File: src/rtl/ram_dma_engine.sv
// Block-transfer initiator for RAM port B: word-by-word copy (RAM to RAM) or
// fill (constant to RAM). Every output is registered; mem_addr is held across
// the read-capture cycle because the RAM bank mux selects on the live address.
module ram_dma_engine #(
    parameter int unsigned DATA_WIDTH = 16,
    parameter int unsigned ADDR_WIDTH = 10
) (
    input  logic                  clk,
    input  logic                  reset,
    input  logic                  start,
    input  logic                  mode,
    input  logic [ADDR_WIDTH-1:0] src_addr,
    input  logic [ADDR_WIDTH-1:0] dst_addr,
    input  logic [ADDR_WIDTH:0]   length,
    input  logic [DATA_WIDTH-1:0] fill_value,
    output logic                  busy,
    output logic                  done,
    output logic [ADDR_WIDTH-1:0] mem_addr,
    output logic [DATA_WIDTH-1:0] mem_data,
    output logic                  mem_we,
    input  logic [DATA_WIDTH-1:0] mem_q
);

    typedef enum logic [2:0] {
        StIdle,
        StRdIssue,
        StRdCapture,
        StWrite,
        StDone
    } state_e;

    localparam logic [ADDR_WIDTH-1:0] AddrOne = ADDR_WIDTH'(1);
    localparam logic [ADDR_WIDTH:0]   CntOne  = (ADDR_WIDTH + 1)'(1);

    state_e                state_q, state_d;
    logic                  mode_q, mode_d;
    logic [ADDR_WIDTH-1:0] src_q, src_d;
    logic [ADDR_WIDTH-1:0] dst_q, dst_d;
    logic [ADDR_WIDTH:0]   rem_q, rem_d;
    logic [DATA_WIDTH-1:0] fill_q, fill_d;
    logic                  busy_q, busy_d;
    logic                  done_q, done_d;
    logic [ADDR_WIDTH-1:0] addr_q, addr_d;
    logic [DATA_WIDTH-1:0] data_q, data_d;
    logic                  we_q, we_d;

    // State, working registers and registered outputs.
    always_ff @(posedge clk) begin
        if (reset) begin
            state_q <= StIdle;
            mode_q  <= 1'b0;
            src_q   <= '0;
            dst_q   <= '0;
            rem_q   <= '0;
            fill_q  <= '0;
            busy_q  <= 1'b0;
            done_q  <= 1'b0;
            addr_q  <= '0;
            data_q  <= '0;
            we_q    <= 1'b0;
        end else begin
            state_q <= state_d;
            mode_q  <= mode_d;
            src_q   <= src_d;
            dst_q   <= dst_d;
            rem_q   <= rem_d;
            fill_q  <= fill_d;
            busy_q  <= busy_d;
            done_q  <= done_d;
            addr_q  <= addr_d;
            data_q  <= data_d;
            we_q    <= we_d;
        end
    end

    // Next state plus the output values to present in the next cycle.
    // src_q/dst_q always hold the next address to use; rem_q counts words not yet written.
    always_comb begin
        state_d = state_q;
        mode_d  = mode_q;
        src_d   = src_q;
        dst_d   = dst_q;
        rem_d   = rem_q;
        fill_d  = fill_q;
        busy_d  = busy_q;
        done_d  = 1'b0;
        addr_d  = addr_q;
        data_d  = data_q;
        we_d    = 1'b0;
        unique case (state_q)
            StIdle: begin
                if (start) begin
                    mode_d = mode;
                    src_d  = src_addr;
                    dst_d  = dst_addr;
                    rem_d  = length;
                    fill_d = fill_value;
                    busy_d = 1'b1;
                    if (length == '0) begin
                        state_d = StDone;
                        done_d  = 1'b1;
                    end else if (!mode) begin
                        state_d = StRdIssue;
                        addr_d  = src_addr;
                    end else begin
                        state_d = StWrite;
                        addr_d  = dst_addr;
                        data_d  = fill_value;
                        we_d    = 1'b1;
                        dst_d   = dst_addr + AddrOne;
                        rem_d   = length - CntOne;
                    end
                end
            end
            StRdIssue: begin
                // Address stays on src so the bank mux still points at it next cycle.
                state_d = StRdCapture;
            end
            StRdCapture: begin
                state_d = StWrite;
                addr_d  = dst_q;
                data_d  = mem_q;
                we_d    = 1'b1;
                src_d   = src_q + AddrOne;
                dst_d   = dst_q + AddrOne;
                rem_d   = rem_q - CntOne;
            end
            StWrite: begin
                if (rem_q != '0) begin
                    if (mode_q) begin
                        addr_d = dst_q;
                        data_d = fill_q;
                        we_d   = 1'b1;
                        dst_d  = dst_q + AddrOne;
                        rem_d  = rem_q - CntOne;
                    end else begin
                        state_d = StRdIssue;
                        addr_d  = src_q;
                    end
                end else begin
                    state_d = StDone;
                    done_d  = 1'b1;
                end
            end
            StDone: begin
                state_d = StIdle;
                busy_d  = 1'b0;
            end
            default: begin
                state_d = StIdle;
                busy_d  = 1'b0;
            end
        endcase
    end

    assign busy     = busy_q;
    assign done     = done_q;
    assign mem_addr = addr_q;
    assign mem_data = data_q;
    assign mem_we   = we_q;

endmodule

File: config.mk
export PLATFORM = sky130hd
export DESIGN_NAME = ram_dma_engine
export DESIGN_NICKNAME = d
export VERILOG_FILES = /design/src/rtl/ram_dma_engine.sv
export SDC_FILE = /design/constraint.sdc
export NUM_CORES = 1
export LEC_CHECK = 0
export BUFFER_PORTS_ARGS = -buffer_cell sky130_fd_sc_hd__buf_2
export CAP_MARGIN = 0
export CELL_PAD_IN_SITES_DETAIL_PLACEMENT = 1
export CELL_PAD_IN_SITES_GLOBAL_PLACEMENT = 2
export CORE_ASPECT_RATIO = 0.6
export CORE_MARGIN = 1
export CORE_UTILIZATION = 34
export DETAILED_ROUTE_END_ITERATION = 7
export PLACE_DENSITY_LB_ADDON = 0.1
export SLEW_MARGIN = 10
export SYNTH_ARGS = -nofsm -noshare
export SYNTH_HDL_FRONTEND = slang
export SYNTH_SLANG_ARGS = --single-unit
File: constraint.sdc
create_clock -name clk -period 3.6 [get_ports clk]
set_input_delay 0.18 -clock clk [delete_from_list [all_inputs] [get_ports clk]]
set_output_delay 0.18 -clock clk [all_outputs]
set_load 0.01 [all_outputs]
# Word-level counts from Yosys, hierarchy flattened
# Cells that the tools add are included.
dict set report word_totals {
  output_inout_bits 29
  input_bits 67
  register_bits 80
}
dict set report classes {
  n_eq_ne 9
  mux 44
  addsub 5
  n_reduce_logical 13
  bitwise 1
}
# cell count
set op_table {}
lappend op_table {{two-way mux 10 bit} 11}
lappend op_table {{two-way mux 16 bit} 5}
lappend op_table {{one-hot mux 10 bit (3 select lines)} 2}
lappend op_table {{two-way mux 11 bit} 5}
lappend op_table {{one-hot mux 16 bit (3 select lines)} 1}
lappend op_table {{one-hot mux 11 bit (3 select lines)} 1}
lappend op_table {{adder 10 x 1 -> 10 bit (second input constant)} 3}
lappend op_table {{subtractor 11 x 1 -> 11 bit (second input constant)} 2}
lappend op_table {{one-hot mux 10 bit (2 select lines)} 1}
lappend op_table {{two-way mux 3 bit} 4}
lappend op_table {{one-hot mux 3 bit (4 select lines)} 1}
lappend op_table {{zero test 11 bit} 1}
lappend op_table {{nonzero test 11 bit} 1}
lappend op_table {{inequality test 2 bit (second input constant)} 5}
lappend op_table {{two-way mux 1 bit} 9}
lappend op_table {{AND reduction 2 bit} 4}
lappend op_table {{AND reduction 4 bit} 2}
lappend op_table {{== test 3 x 2 -> 1 bit (second input constant)} 2}
lappend op_table {{AND reduction 6 bit} 1}
lappend op_table {{one-hot mux 1 bit (2 select lines)} 2}
lappend op_table {{== test 3 x 1 -> 1 bit (second input constant)} 1}
lappend op_table {{zero test 3 bit} 1}
lappend op_table {{inequality test 3 bit (second input constant)} 1}
lappend op_table {{one-hot mux 1 bit (3 select lines)} 1}
lappend op_table {{other kinds (5)} 5}

# Depth between registers and ports, before layout
# Gate-level depths: netlist of run 1.
dict set report depth {
  ltp_word 5
  depth_mapped 8
}

# Least setup slack after synthesis of run 1
# Ideal clock, no wire load.
dict set report synth_timing {
  path_kind {flip-flop to flip-flop}
  startpoint {register rem_q[0]}
  endpoint {register data_q[5] (netlist: mem_data[5])}
  synth_period_minus_slack_ps 2026
  t_required_ps 3472
  setup_slack_ps 1574
  arrival_time_ps 1898
  path_buffers 1
  path_stages_with_launch 9
  setup_time_ps 128
  path_cell_list {dfxtp_1 -> inv_1 -> ha_1 -> nor2b_1 -> a41o_1 -> a211oi_4 -> buf_6 -> mux2i_1 -> nor2_1}
}
dict set report synth_via {
  elab_chain_len 3
}
# item line
set synth_lines {}
lappend synth_lines {{from (decl)} 39} ;# logic [ADDR_WIDTH:0] rem_q, rem_d;
lappend synth_lines {{from (signal assigned)} 66} ;# rem_q <= rem_d;
lappend synth_lines {{nonzero test 11 bit} 129} ;# if (rem_q != '0) begin
lappend synth_lines {{inequality test 2 bit (no line)} n/a}
lappend synth_lines {{AND reduction 6 bit (no line)} n/a}
lappend synth_lines {{to (signal assigned)} 71} ;# data_q <= data_d;
lappend synth_lines {{to (decl)} 44} ;# logic [DATA_WIDTH-1:0] data_q, data_d;
# Every way passes these cells.
# A chain may end at the register's enable or synchronous reset.

# Worst setup path in the final report of run 1
dict set report layout_timing {
  startpoint {register rem_q[0]}
  endpoint {register addr_q[3] (netlist: mem_addr[3])}
}
dict set report layout_via {
  elab_chain_len 3
}
# item line
set layout_lines {}
lappend layout_lines {{nonzero test 11 bit} 129}
lappend layout_lines {{inequality test 2 bit (no line)} n/a}
lappend layout_lines {{AND reduction 4 bit (no line)} n/a}
lappend layout_lines {{to (signal assigned)} 70} ;# addr_q <= addr_d;
lappend layout_lines {{to (decl)} 43} ;# logic [ADDR_WIDTH-1:0] addr_q, addr_d;
# Every way passes these cells.

==> impl_metrics.toml, run 1 <==
[timing]
finalMaxSlewViolations = 0
final.setup_skew_ps = 8.67
final.period_utilization_pct = 74.9
max-slew-margin-rel_pct = 30.8
period_needed_ps = 2700
report.final.setup_viol = 0
upper_clock_frequency_limit_ghz = 0.371
setup_tns_ps = 0
grt_setup_unrepaired = "no"
hold_violations = 0
max_slew.worst_pin.slew_ps = 1040
worst_hold_slack_ps = 86.3

[power]
static-leakage-power_uw = 0.00225
power_density_normalized_to_cell_area_nw_per_um2 = 522
worst_ir_drop_vdd_uv = 247

[grt]
first_global_vias = 5080
grt_overflow = 0
grt_pass1_wl_mm = 27.7
globalRouteTotalUtil_pct = 24.9
number_of_antenna_violations_at_the_first_check_in_global_routing = 0
grt_max_degree = 42

[clock_tree]
cts_setup_buffers = 0
clk_transition_reported_paths_ps = 70
cts-root-to-sink-buffers = 2
cts_root_buf = "clkbuf_16"
cts.hold.buffers_added = 0
ctsResizeCount = 0
numClockSinks = 80
cts_buffers = 9
cts_htree_levels = 3
tritoncts = "built"
insertion_delay_ps = 340

[detailed_routing]
first_iter_violations = 313
drt_first_pass_iters = 5
routed_wirelength_mm = 17.4
drc = 0
wire_length_per_cell_um = 20.4
routed-via-count = 4934
ant_nets = 0
via_per_inst = 5.80

[logic_synthesis]
number_of_flip_flops_and_latches_in_the_synthesized_netlist = 80
syn-num-nets = 667
synth-edff-count = 0
yosys_warn_count = 0
yosys.area.top_type = "dfxtp_1"
syn_area_per_cell_um2 = 7.96
syn_area_um2 = 4730
synthesis.instances = 594
ys_top_cells_by_area = "dfxtp_1, mux2i_1, nand2_1, a21oi_1, o21ai_0"
synth_cell_types = 67
synth-main-ff-cell = "dfxtp_1"
sequential_to_total_area_share_from_yosys_stat_pct = 33.9
netlist.area_leader.share_pct = 33.9
async_flop_share_pct = 0

[floorplanning]
dieArea_um2 = 14400
initial_utilization_pct = 35.8
ios = 96
placementRows = 32
die_h_um = 93.4
die_w_um = 154
core-area_um2 = 13200

[critical_path]
critical_path_startpoint_category = "register"
required_ps = 3810
reg2reg_depth = 7
path_cells = "inv_1 -> ha_1 -> nor2b_1 -> nand4b_1 -> o221ai_2 -> a311o_1 -> a21oi_1"
regToRegStartpoint = "rem_q[0]"
critical_path.startpoint = "rem_q[0]"
worstPathMaxFanout = 21
timing.critical_path.to_type = "register"
critical_path.max_stage_delay_ps = 910
slowest_stage = "o221ai_2"
critical_path_class = "register to register"
worst_ep_arrival_time_ps = 2900

[min_path]
worst_hold_path_startpoint = "fill_value[10]"
min_path_type = "input pin to register"
min_delay_path_depth = 3

[placed_design]
dp.final_hpwl_mm = 12.6
routability_congestion = 0.832
port_buffers = 95

[run]
max-cap-violations = 0

[final_layout]
most-common-layout-cells = "buf_2, nand2_1, dfxtp_1"
n_antenna_cell = 0
final_common_cell = "buf_2"
layout-area-overhead-vs-synth_pct = 19.7
post_route_cells_drive_above_1_share_pct = 20.7
layout.nets = 748

[run_status]
outcome = "finished, final reports clean"
==> worst max-delay path, delay by kind of cell (launching register included) <==
family | cells | cell delay [ps]
compound gates | 3 | 1190
simple gates | 2 | 660
buf+inv | 1 | 110
flops | 1 | 350
fa+ha+maj | 1 | 240
==> stage by stage <==
step / setup WS, ps / utilization (%) / cells / area (µm²) / total power (µW)
after floorplan: 1570 / - / 594 / 4730 / 1700
after global placement: 1040 / 40.6 / 834 / 5360 / 1990
after detailed placement: 957 / 40.6 / 834 / 5360 / 2030
after CTS: 951 / 42.9 / 850 / 5660 / 2970
after global routing: 719 / 42.9 / 850 / 5660 / 3120
final: 903 / 42.9 / 850 / 5660 / 2960
==> cells by family (layout without fill, tap and decap cells) <==
family,count (synthesis),count (layout),share of synthesized area [%]
multiplexers,43,43,9.13
flip-flops,80,80,33.9
XOR/XNOR,15,15,2.78
AO/OA/AOI/OAI,167,167,23.5
buffers and inverters,48,134,4.23
adder cells (fa/ha/maj),6,6,1.59
AND/OR/NAND/NOR,235,235,24.9
==> power breakdown <==
part / internal (µW) / switching (µW)
combinational: 345 / 557
clock: 546 / 391
sequential: 1000 / 118
==> layer usage <==
metal | GRT usage [%] | routed length, µm | up-vias | part of all wire, %
met5 | 0 | 0 | - | 0
met4 | 6.19 | 171 | 0 | 0.98
met3 | 3.85 | 1050 | 17 | 6.0
met2 | 39.1 | 7630 | 134 | 44
met1 | 35.6 | 8520 | 2430 | 49
li1 | - | - | 2353 | -
==> synth_stat cells, drive strengths merged, types with 5 or more instances <==
cell type and n:
nor4 8, a31oi 11, o31ai 5, nand3 20, buf 14, nor3b 5
nand4 11, nand2 88, o22ai 7, nor3 17, a21oi 53, xor2 5
a211oi 13, or4 5, nor2b 15, inv 8, nor2 40, xnor2 10
dfxtp 80, a211o 9, o21ai 32, ha 6, clkbuf 25, or3 6
mux2i 42
==> registers in the layout (all words and copies together), names as in the netlist <==
signal / flops
mem_addr: 10
done: 1
state_q: 3
dst_q: 10
src_q: 10
fill_q: 16
mode_q: 1
mem_we: 1
rem_q: 11
busy: 1
mem_data: 16
==> area by class of cell <==
cell class                      count  area (µm²)
Clock buffer                       13         280
Clock inverter                      3        22.5
Fill cell                        1621        7550
Inverter                            9        33.8
Multi-Input combinational cell    466        2930
Sequential cell                    80        1600
Tap cell                          170         213
Timing Repair Buffer              109         581
==> final timing paths <==
check / end / slack, ps
setup / recovery: mem_addr[3] / 900
hold / removal: fill_q[10] / 90
setup reg to reg: mem_addr[3] / 900
hold reg to reg: fill_q[4] / 460
Power figures use the tool's default switching activity.
==> run 2: changes to the inputs <==
--- a/config.mk
+++ b/config.mk
@@ -11,7 +11,7 @@
 export CELL_PAD_IN_SITES_GLOBAL_PLACEMENT = 2
 export CORE_ASPECT_RATIO = 0.6
 export CORE_MARGIN = 1
-export CORE_UTILIZATION = 34
+export CORE_UTILIZATION = 29
 export DETAILED_ROUTE_END_ITERATION = 7
 export PLACE_DENSITY_LB_ADDON = 0.1
 export SLEW_MARGIN = 10
==> constraint.sdc (replaced) <==
create_clock -name clk -period 2.3 [get_ports clk]
set_input_delay 0.115 -clock clk [delete_from_list [all_inputs] [get_ports clk]]
set_output_delay 0.115 -clock clk [all_outputs]
set_load 0.01 [all_outputs]
==> run 2 against run 1 <==
Net effect:
- sequential share of layout area is 1.2 points lower
- highest routed layer unchanged
- sequential power is 55% higher
- first-iteration DRC count is 43% lower
- global-route usage is 3.0 points lower
- largest cell class unchanged
- critical path depth is 1 higher
==> impl_metrics.toml, run 2 (synthesis gave the netlist of run 1 again) <==
[floorplanning]
die_h_um = 101
initial_utilization_pct = 30.3
dieArea_um2 = 16800
ios = 96
die_w_um = 167
core-area_um2 = 15600
placementRows = 35

[grt]
first_global_vias = 5075
grt_pass1_wl_mm = 28.6
grt_overflow = 0
globalRouteTotalUtil_pct = 21.9
number_of_antenna_violations_at_the_first_check_in_global_routing = 0
grt_max_degree = 23

[critical_path]
critical_path.startpoint = "rem_q[0]"
worstPathMaxFanout = 14
critical_path_startpoint_category = "register"
required_ps = 2540
timing.critical_path.to_type = "register"
critical_path_class = "register to register"
regToRegStartpoint = "rem_q[0]"
worst_ep_arrival_time_ps = 2390

[detailed_routing]
via_per_inst = 5.42
drt_first_pass_iters = 5
wire_length_per_cell_um = 19.6
drc = 0
first_iter_violations = 178
route.met2.wl_mm = 7.61
routed_wirelength_mm = 17.8
routed-via-count = 4920
top_layer_in_use = "met4"
detail_route.wirelength.met1_mm = 9.42
ant_nets = 0
met3RoutedLength_um = 654

[clock_tree]
cts_htree_levels = 3
numClockSinks = 80
cts-root-to-sink-buffers = 2
clk_transition_reported_paths_ps = 70
cts_root_buf = "clkbuf_16"
cts_buffers = 9
tritoncts = "built"
insertion_delay_ps = 340
cts.hold.buffers_added = 0

[placed_design]
routability_congestion = 0.835
port_buffers = 95
dp.final_hpwl_mm = 13.6

[final_layout]
final_common_cell = "buf_2"
post_route_cells_drive_above_1_share_pct = 23.6
layout-area-overhead-vs-synth_pct = 24.8
n_antenna_cell = 0
most-common-layout-cells = "buf_2, nand2_1, dfxtp_1"
seq_area_um2 = 1600
fillers = 1893
multi_input_comb_area_um2 = 2940
layout.nets = 772

[timing]
setup_tns_ps = 0
final.setup_skew_ps = 8.90
grt_setup_unrepaired = "no"
finalMaxSlewViolations = 0
report.final.setup_viol = 0
hold_violations = 0
max-slew-margin-rel_pct = 46.1
worst_hold_slack_ps = 23.0
upper_clock_frequency_limit_ghz = 0.463
max_slew.worst_pin.slew_ps = 807
final.period_utilization_pct = 93.8
period_needed_ps = 2160

[run_status]
outcome = "finished, final reports clean"

[power]
worst_ir_drop_vdd_uv = 327
static-leakage-power_uw = 0.00236
power_density_normalized_to_cell_area_nw_per_um2 = 797

[run]
max-cap-violations = 0

[min_path]
worst_hold_path_startpoint = "fill_value[14]"
min_path_type = "input pin to register"
[run 2: cell types whose count changed in the layout (fill, tap and decap cells not counted)]
cell / before / now
nor4b_1: 2 / 1
clkinv_4: 1 / 0
buf_4: 14 / 35
nor4b_2: 1 / 2
inv_6: 1 / 3
buf_12: 0 / 2
clkbuf_8: 4 / 1
clkinv_2: 1 / 0
clkinvlp_4: 0 / 3
buf_6: 0 / 1
[run 2: cell type report]
type	count	area share (%)
tap	203	4.30
clock buffer	10	4.05
sequential	80	27.1
timing repair buffer	133	13.4
clock inverter	6	0.827
inverter	9	0.572
multi-input combinational	466	49.7
[run 2: stage by stage]
| step | setup WS, ps | instance area [µm²] | power [µW] | std cells | util (%) |
|---|---|---|---|---|---|
| 2_1_floorplan | 274 | 4730 | 2650 | 594 | - |
| 3_3_place_gp | 195 | 5600 | 3250 | 890 | 35.8 |
| 3_5_place_dp | 162 | 5600 | 3290 | 890 | 35.8 |
| 4_1_cts | 146 | 5890 | 4740 | 906 | 37.6 |
| 5_1_grt | 21.1 | 5900 | 4980 | 907 | 37.8 |
| 6_report | 142 | 5900 | 4710 | 907 | 37.8 |
[run 2: final timing paths]
kind | to | slack (ps) | cells past startpoint
worst min register to register | fill_q[12] | 460 | 2
worst min-delay path | fill_q[14] | 20 | 3
worst max-delay path | dst_q[7] | 140 | 8
worst max register to register | dst_q[7] | 140 | 8
[run 2: critical path, stage by stage, from the launching register on]
cell     delay, ps
dfxtp_1        430
inv_1           90
ha_1           250
nor2b_1        200
a41o_1         310
nor2_1         150
buf_6          200
o22ai_1        100
a221o_1        310
[run 2: report_power, final]
part           internal (µW)  switching [µW]
sequential              1560             172
combinational            640             900
clock                    774             657
[run 2: per-layer routing]
| metal | up-vias | GRT usage (%) |
|---|---|---|
| met5 | - | 0 |
| met4 | 0 | 3.92 |
| met3 | 10 | 3.49 |
| met2 | 90 | 34.3 |
| met1 | 2424 | 31.7 |
| li1 | 2396 | - |
[run 2: timing repair]
item	in CTS	in global routing
buffers inserted	0	1
resized for setup	0	2
endpoints found under the setup margin	0	12
